## config.mk

```make
export PLATFORM = sky130hd
export DESIGN_NAME = alu_op_sequencer
export DESIGN_NICKNAME = d
export VERILOG_FILES = /design/src/rtl/alu_op_sequencer.sv
export SDC_FILE = /design/constraint.sdc
export NUM_CORES = 1
export LEC_CHECK = 0
export BUFFER_PORTS_ARGS = -buffer_cell sky130_fd_sc_hd__buf_2
export CELL_PAD_IN_SITES_DETAIL_PLACEMENT = 1
export CELL_PAD_IN_SITES_GLOBAL_PLACEMENT = 1
export CORE_AREA = 2 2 124 126
export CTS_CLUSTER_DIAMETER = 60
export DETAILED_ROUTE_END_ITERATION = 8
export DIE_AREA = 0 0 126 128
export PLACE_DENSITY_LB_ADDON = 0.3
export SLEW_MARGIN = 5
export SYNTH_ARGS = -nofsm -noshare
export SYNTH_HDL_FRONTEND = slang
export SYNTH_SLANG_ARGS = --single-unit
```

## constraint.sdc

```tcl
create_clock -name i_clock -period 5.8 [get_ports i_clock]
set_input_delay 1.16 -clock i_clock [delete_from_list [all_inputs] [get_ports i_clock]]
set_output_delay 1.16 -clock i_clock [all_outputs]
set_load 0.01 [all_outputs]
```

## src/rtl/alu_op_sequencer.sv

```systemverilog
// ALU operation sequencer: accepts one opcode/operand set at a time, holds it on the
// ALU inputs for the number of cycles that opcode needs to settle, then captures the result.
module alu_op_sequencer #(
  parameter int unsigned MUL_CYCLES = 4,
  parameter int unsigned DIV_CYCLES = 8
) (
  input  logic        i_clock,
  input  logic        i_clear,
  input  logic        i_start,
  input  logic [4:0]  i_op_in,
  input  logic [31:0] i_ra_in,
  input  logic [31:0] i_rb_in,
  output logic [4:0]  o_alu_opcode,
  output logic [31:0] o_alu_ra,
  output logic [31:0] o_alu_rb,
  input  logic [31:0] i_alu_zhi,
  input  logic [31:0] i_alu_zlo,
  output logic [31:0] o_zhi,
  output logic [31:0] o_zlo,
  output logic        o_busy,
  output logic        o_done,
  output logic        o_err
);

  localparam logic [4:0] OpMul   = 5'b01110;
  localparam logic [4:0] OpDiv   = 5'b01111;
  // Counter is loaded with N-1 so that EXEC lasts exactly N cycles.
  localparam logic [3:0] MulLoad = 4'(MUL_CYCLES - 1);
  localparam logic [3:0] DivLoad = 4'(DIV_CYCLES - 1);

  typedef enum logic [1:0] {StIdle, StExec, StDone} state_e;

  state_e      r_state;
  logic [3:0]  r_cnt;
  logic [4:0]  r_opcode;
  logic [31:0] r_ra;
  logic [31:0] r_rb;
  logic [31:0] r_zhi;
  logic [31:0] r_zlo;
  logic        r_busy;
  logic        r_done;
  logic        r_err;

  logic        w_legal;
  logic [3:0]  w_load;

  // Decode opcode legality and the settle-count preload for the requested op.
  always_comb begin
    w_legal = 1'b0;
    w_load  = 4'd0;
    case (i_op_in)
      5'b00011, 5'b00100, 5'b00101, 5'b00110, 5'b00111, 5'b01000,
      5'b01001, 5'b01010, 5'b10000, 5'b10001: w_legal = 1'b1;
      OpMul: begin
        w_legal = 1'b1;
        w_load  = MulLoad;
      end
      OpDiv: begin
        w_legal = 1'b1;
        w_load  = DivLoad;
      end
      default: w_legal = 1'b0;
    endcase
  end

  // Sequencer FSM with registered outputs; clear aborts any operation immediately.
  always_ff @(posedge i_clock or negedge i_clear) begin
    if (!i_clear) begin
      r_state  <= StIdle;
      r_cnt    <= 4'd0;
      r_opcode <= 5'd0;
      r_ra     <= 32'd0;
      r_rb     <= 32'd0;
      r_zhi    <= 32'd0;
      r_zlo    <= 32'd0;
      r_busy   <= 1'b0;
      r_done   <= 1'b0;
      r_err    <= 1'b0;
    end else begin
      case (r_state)
        StIdle: begin
          r_done <= 1'b0;
          if (i_start) begin
            r_busy <= 1'b1;
            if (!w_legal) begin
              // Illegal opcode: nothing latched, report straight away.
              r_state <= StDone;
              r_done  <= 1'b1;
              r_err   <= 1'b1;
            end else begin
              r_opcode <= i_op_in;
              r_ra     <= i_ra_in;
              r_rb     <= i_rb_in;
              if (i_op_in == OpDiv && i_rb_in == 32'd0) begin
                r_state <= StDone;
                r_done  <= 1'b1;
                r_err   <= 1'b1;
              end else begin
                r_cnt   <= w_load;
                r_state <= StExec;
              end
            end
          end
        end
        StExec: begin
          if (r_cnt != 4'd0) begin
            r_cnt <= r_cnt - 4'd1;
          end else begin
            r_zhi   <= i_alu_zhi;
            r_zlo   <= i_alu_zlo;
            r_state <= StDone;
            r_done  <= 1'b1;
            r_err   <= 1'b0;
          end
        end
        StDone: begin
          r_done  <= 1'b0;
          r_busy  <= 1'b0;
          r_state <= StIdle;
        end
        default: begin
          r_state <= StIdle;
          r_busy  <= 1'b0;
          r_done  <= 1'b0;
        end
      endcase
    end
  end

  assign o_alu_opcode = r_opcode;
  assign o_alu_ra     = r_ra;
  assign o_alu_rb     = r_rb;
  assign o_zhi        = r_zhi;
  assign o_zlo        = r_zlo;
  assign o_busy       = r_busy;
  assign o_done       = r_done;
  assign o_err        = r_err;

endmodule
```

[Word level (Yosys, flattened, before mapping)]
Index checks and enable logic that the tools add are counted.
Widths: inputs -> output; s select.
Storage, ports and cells
  word-level logic and storage cells: 68
  output and inout port bits: 136
  bits of input ports: 136
  bits in registers: 142
Cells by class
  reductions and logical operators: 12
  bitwise gates (word level): 2
  multiplexer cells: 24
  add/sub/neg operators: 1
  equal/unequal tests: 19
Operators by type and width (count)
  $logic_not 32->1: 1
  $eq 5x4->1 const B: 5
  $eq 5x3->1 const B: 4
  $mux 4: 4
  $reduce_or 12->1: 1
  $eq 5x5->1 const B: 2
  $mux 1: 10
  $ne 2x2->1 const B: 5
  $mux 2: 4
  $pmux 4 s2: 1
  $pmux 1 s2: 3
  $pmux 3 s2: 1
  $reduce_and 2->1: 3
  $eq 5x2->1 const B: 1
  $reduce_and 5->1: 1
  $pmux 2 s2: 1
  $reduce_and 4->1: 1
  $reduce_bool 4->1: 1
  $sub 4x1->4 const B: 1
  $ne 3x3->1 const B: 1
  $reduce_and 3->1: 1
  $eq 2x1->1 const B: 1
  $logic_not 2->1: 1
  $not 1->1: 2
  other kinds (2): 2

[Depth between registers and ports, before layout]
  word-level depth: 6
  mapped depth: 7
  gate-level depth less buffers: 7

[Worst setup path before layout]
OpenSTA, ideal clock, no wires.
  path type: input-to-reg
  start point: in i_op_in[0]
  end point: reg r_rb[10], in the netlist o_alu_rb[10]
  setup time: 0.127 ns
  data required time: 5.673 ns
  stages: 7
  arrival time: 2.433 ns
  path slack: 3.239 ns
  path buffers: 2
  path through: a21oi_1 > nor3_1 > nor3_2 > nor3b_2 > buf_4 > buf_6 > mux2_1
On the way
  longest elaborated chain between the ends: 4
  elaborated cells on any way between the ends: 15
  those cells by class: 12 x eq/ne; 1 x mux; 2 x reduce/logical
Ends and longest elaborated chain
  start, declared: line 10  | input logic [4:0] i_op_in,
  $eq 5x4->1 (tied with other cells): line 51  | case (i_op_in)
  $reduce_or 12->1 (no source line) *
  $mux 1 *: line 51
  $reduce_and 3->1 (no source line) *
  end signal, assigned: line 93  | r_rb <= i_rb_in;
  end, declared: line 37  | logic [31:0] r_rb;
Mark *: on every way between the ends. The rest lies on a longest branch, timed or not.
A chain may end at the register's enable or synchronous reset.

[Final worst setup path]
  start point: reg r_cnt[0]
  end point: reg r_zlo[23], in the netlist o_zlo[23]
On the way
  longest elaborated chain between the ends: 3
Ends and longest elaborated chain
  start, declared: line 34  | logic [3:0] r_cnt;
  start signal, assigned: line 99  | r_cnt <= w_load;
  start signal, assigned: line 107  | r_cnt <= r_cnt - 4'd1;
  $reduce_bool 4->1: line 106  | if (r_cnt != 4'd0) begin
  $not 1->1 (no source line)
  $reduce_and 2->1 (no source line)
  end signal, assigned: line 110  | r_zlo <= i_alu_zlo;
  end, declared: line 39  | logic [31:0] r_zlo;
Every way passes these cells.

==> results.yml <==
floorplan:
  die_w_um: 126
  start_util_pct: 37.30
  core_mm2: 0.01486
  num_rows: 45
  num_io_pins: 272
  die_area_mm2: 0.01613
  fp.dieH_um: 128
global_route:
  met3_usage_pct: 5.509
  met1_usage_pct: 19.73
  busiest_layer: "met2"
  grt-ovfl-total: 0
  grt_pass1_wl_um: 22960
  grt_util_all_layers_pct: 18.28
  antenna_found_initial: 0
  grt_max_degree: 93
  met2_usage_pct: 32.80
  grt_pass1_vias: 4487
hold_path:
  min_from: "o_alu_rb[5]$_DFFE_PN0P_"
  worstHoldPathCells: 1
  whs_endpoint: "o_alu_rb[5]$_DFFE_PN0P_"
  holdCritPathClass: "reg -> reg"
final_layout:
  final_common_cell: "buf_2"
  layout_common_cells: "buf_2 (270), dfrtp_1 (142), mux2_2 (123)"
  drive_gt1_share_pct: 65.79
  antenna-diode-count: 0
  final_nets: 770
  syn2layout_area_growth_pct: 38.23
synth:
  ys_ff_latch: 142
  synthesis.nets: 493
  synth_edf_count: 0
  synthCells: 356
  synthMuxAreaShare_pct: 27.19
  synth_ff_type: "dfrtp_1"
  synth_top_area_cell: "dfrtp_1"
  yosys.area_share.simple_pct: 4.356
  postSynth.asyncResetShare_pct: 100.0
  yosysSeqAreaShare_pct: 64.09
  synth_compound_area_share_pct: 2.167
  avgSynthCellArea_um2: 15.57
  yosysWarnings: 0
  synth_top_family_by_area: "multiplexers"
  yosys.area.top_type_share_pct: 64.09
  synth_xor_area_share_pct: 0.1580
  ys_top_cells_by_area: "dfrtp_1 (64%), mux2_2 (25%), mux2_1 (2.0%)"
  synthesis.area_mm2: 0.005544
  synthAdderAreaFrac_pct: 0.2257
  ys_types: 33
critical_path:
  crit_path_end_kind: "flip-flop"
  crit_type: "reg -> reg"
  r2r_cells: 6
  r2r-start: "r_cnt[0]$_DFFE_PN0P_"
  cp_cell_sequence: "inv_1 -> ha_1 -> nor3b_1 -> nand3b_1 -> buf_4 -> mux2_2"
  start_kind: "flip-flop"
  r2r_end: "o_zlo[23]$_DFFE_PN0P_"
  slowest_stage: "nor3b_1"
  arrival_ns: 3.06
  cp.required_ns: 6.09
  max_stage_delay_ns: 0.56
  worstPathMaxFanout: 58
  r2r_setup_slack_ns: 3.03
timing:
  fmax_mhz: 360.7
  timing.slew.headroom_pct: 40.97
  slew_viol_final: 0
  fin_skew_ns: 0.01972
  fin_setup_tns_ns: 0
  rsz0062_at_grt: "no"
  worstMarginPinSlew_ns: 0.8855
  min_period_over_period_pct: 47.80
  hold_violations: 0
  layout_min_cycle_time_ns: 2.773
  setup_violations: 0
power_and_ir_drop:
  ir_drop_v: 0.0002117
  leakage_nw: 3.707
  power_density_mw_per_mm2: 579.7
  power.total_mw: 4.443
route:
  wirelength_um: 14380
  drtAntennaViolNets: 0
  drtIter0Drc: 110
  drc: 0
  drt-vias-per-instance: 4.842
  detail_route.first_pass.iterations: 4
  num_vias: 4038
  routedWlPerCell_um: 17.24
clock_tree:
  cts_root_buf: "clkbuf_16"
  cts_resized: 0
  cts_made_buffers: 17
  cts_sinks: 142
  insertion_delay_ns: 0.42
  cts-htree-levels: 4
  cts_tree: "done"
  clk_pin_slew_ns: 0.06
  clk_path_buf_depth: 2
  cts_hold_buf: 0
  cts_setup_buffers: 0
status:
  status: "complete, no violations"
run:
  maxCapViolCount: 0
placement:
  port_buffers: 271
  place_hpwl_um: 10540
  gp_routability_congestion: 0.7429
## cell usage after synthesis (2+ instances only)
library cell / count
nand4_1: 2
inv_1: 4
clkbuf_1: 3
dfrtp_1: 142
nand2b_1: 2
nand2_1: 4
o31ai_1: 3
nor3_2: 2
mux2_1: 10
o21ai_0: 4
nor3_1: 4
o41ai_1: 2
nor4_1: 10
buf_2: 11
or3_1: 2
mux2_2: 123
nor2b_1: 3
nor2_1: 8
a21oi_1: 3
## worst max-delay path, delay by kind of cell (launching register included)
kind / cells / cell delay, ns
mux: 1 / 0.37
simple gates: 2 / 1.05
buf+inv: 2 / 0.58
flops: 1 / 0.41
fa+ha+maj: 1 / 0.18
## routing by layer
| metal | wire, µm | up-vias |
|---|---|---|
| met1 | 5298 | 2032 |
| met3 | 893 | 23 |
| li1 | - | 1843 |
| met5 | 0 | - |
| met4 | 294 | 0 |
| met2 | 7893 | 140 |
## state kept, by name, summed over array words and instances (netlist names)
signal,cells
r_cnt,4
o_busy,1
o_alu_opcode,5
o_zlo,32
o_zhi,32
o_done,1
o_alu_ra,32
r_state,2
o_alu_rb,32
o_err,1
## worst max-delay path by stage
stage | start | to | slack (ns) | depth (start not counted)
detailed placement | i_op_in[1] | o_alu_ra[23]$_DFFE_PN0P_ | 2.61 | 7
finish | r_cnt[0]$_DFFE_PN0P_ | o_zlo[23]$_DFFE_PN0P_ | 3.03 | 6
floorplan | i_op_in[0] | o_alu_rb[10]$_DFFE_PN0P_ | 3.24 | 7
global route | r_cnt[0]$_DFFE_PN0P_ | o_zhi[5]$_DFFE_PN0P_ | 2.75 | 6
global placement | i_op_in[1] | o_alu_ra[28]$_DFFE_PN0P_ | 2.68 | 7
CTS | r_cnt[0]$_DFFE_PN0P_ | o_zhi[18]$_DFFE_PN0P_ | 3.02 | 6
## power by group
part / total, mW / switching, mW / internal [mW]
sequential: 1.77 / 0.270 / 1.50
clock: 1.07 / 0.387 / 0.687
combinational: 1.60 / 0.769 / 0.830
total: 4.44 / 1.43 / 3.02
## area by class of cell
cell class                 instances  area [µm²]
multi-input combinational        194        1897
timing repair buffer             274        1385
inverter                           4       15.01
fill                            1578        7201
clock buffer                      26       469.2
tap                              188       235.2
clock inverter                     6       108.9
sequential                       142        3553
## kinds of logic after synthesis
group	after synthesis
adder cells (fa/ha/maj)	1
multiplexers	134
AND/OR/NAND/NOR	41
AO/OA/AOI/OAI	17
flip-flops	142
buffers and inverters	20
XOR/XNOR	1
## through the flow
stage               hold slack (ns)  area, µm²  setup slack [ns]  cells  util, %
floorplan                    0.4680       5544             3.239    356        -
global placement             0.4617       7086             2.678    802    47.67
detailed placement           0.4738       7086             2.612    802    47.67
CTS                          0.4865       7664             3.022    834    51.56
global route                 0.5030       7664             2.754    834    51.56
finish                       0.4813       7664             3.027    834    51.56
Note: power is estimated with default switching activity, not from simulation.
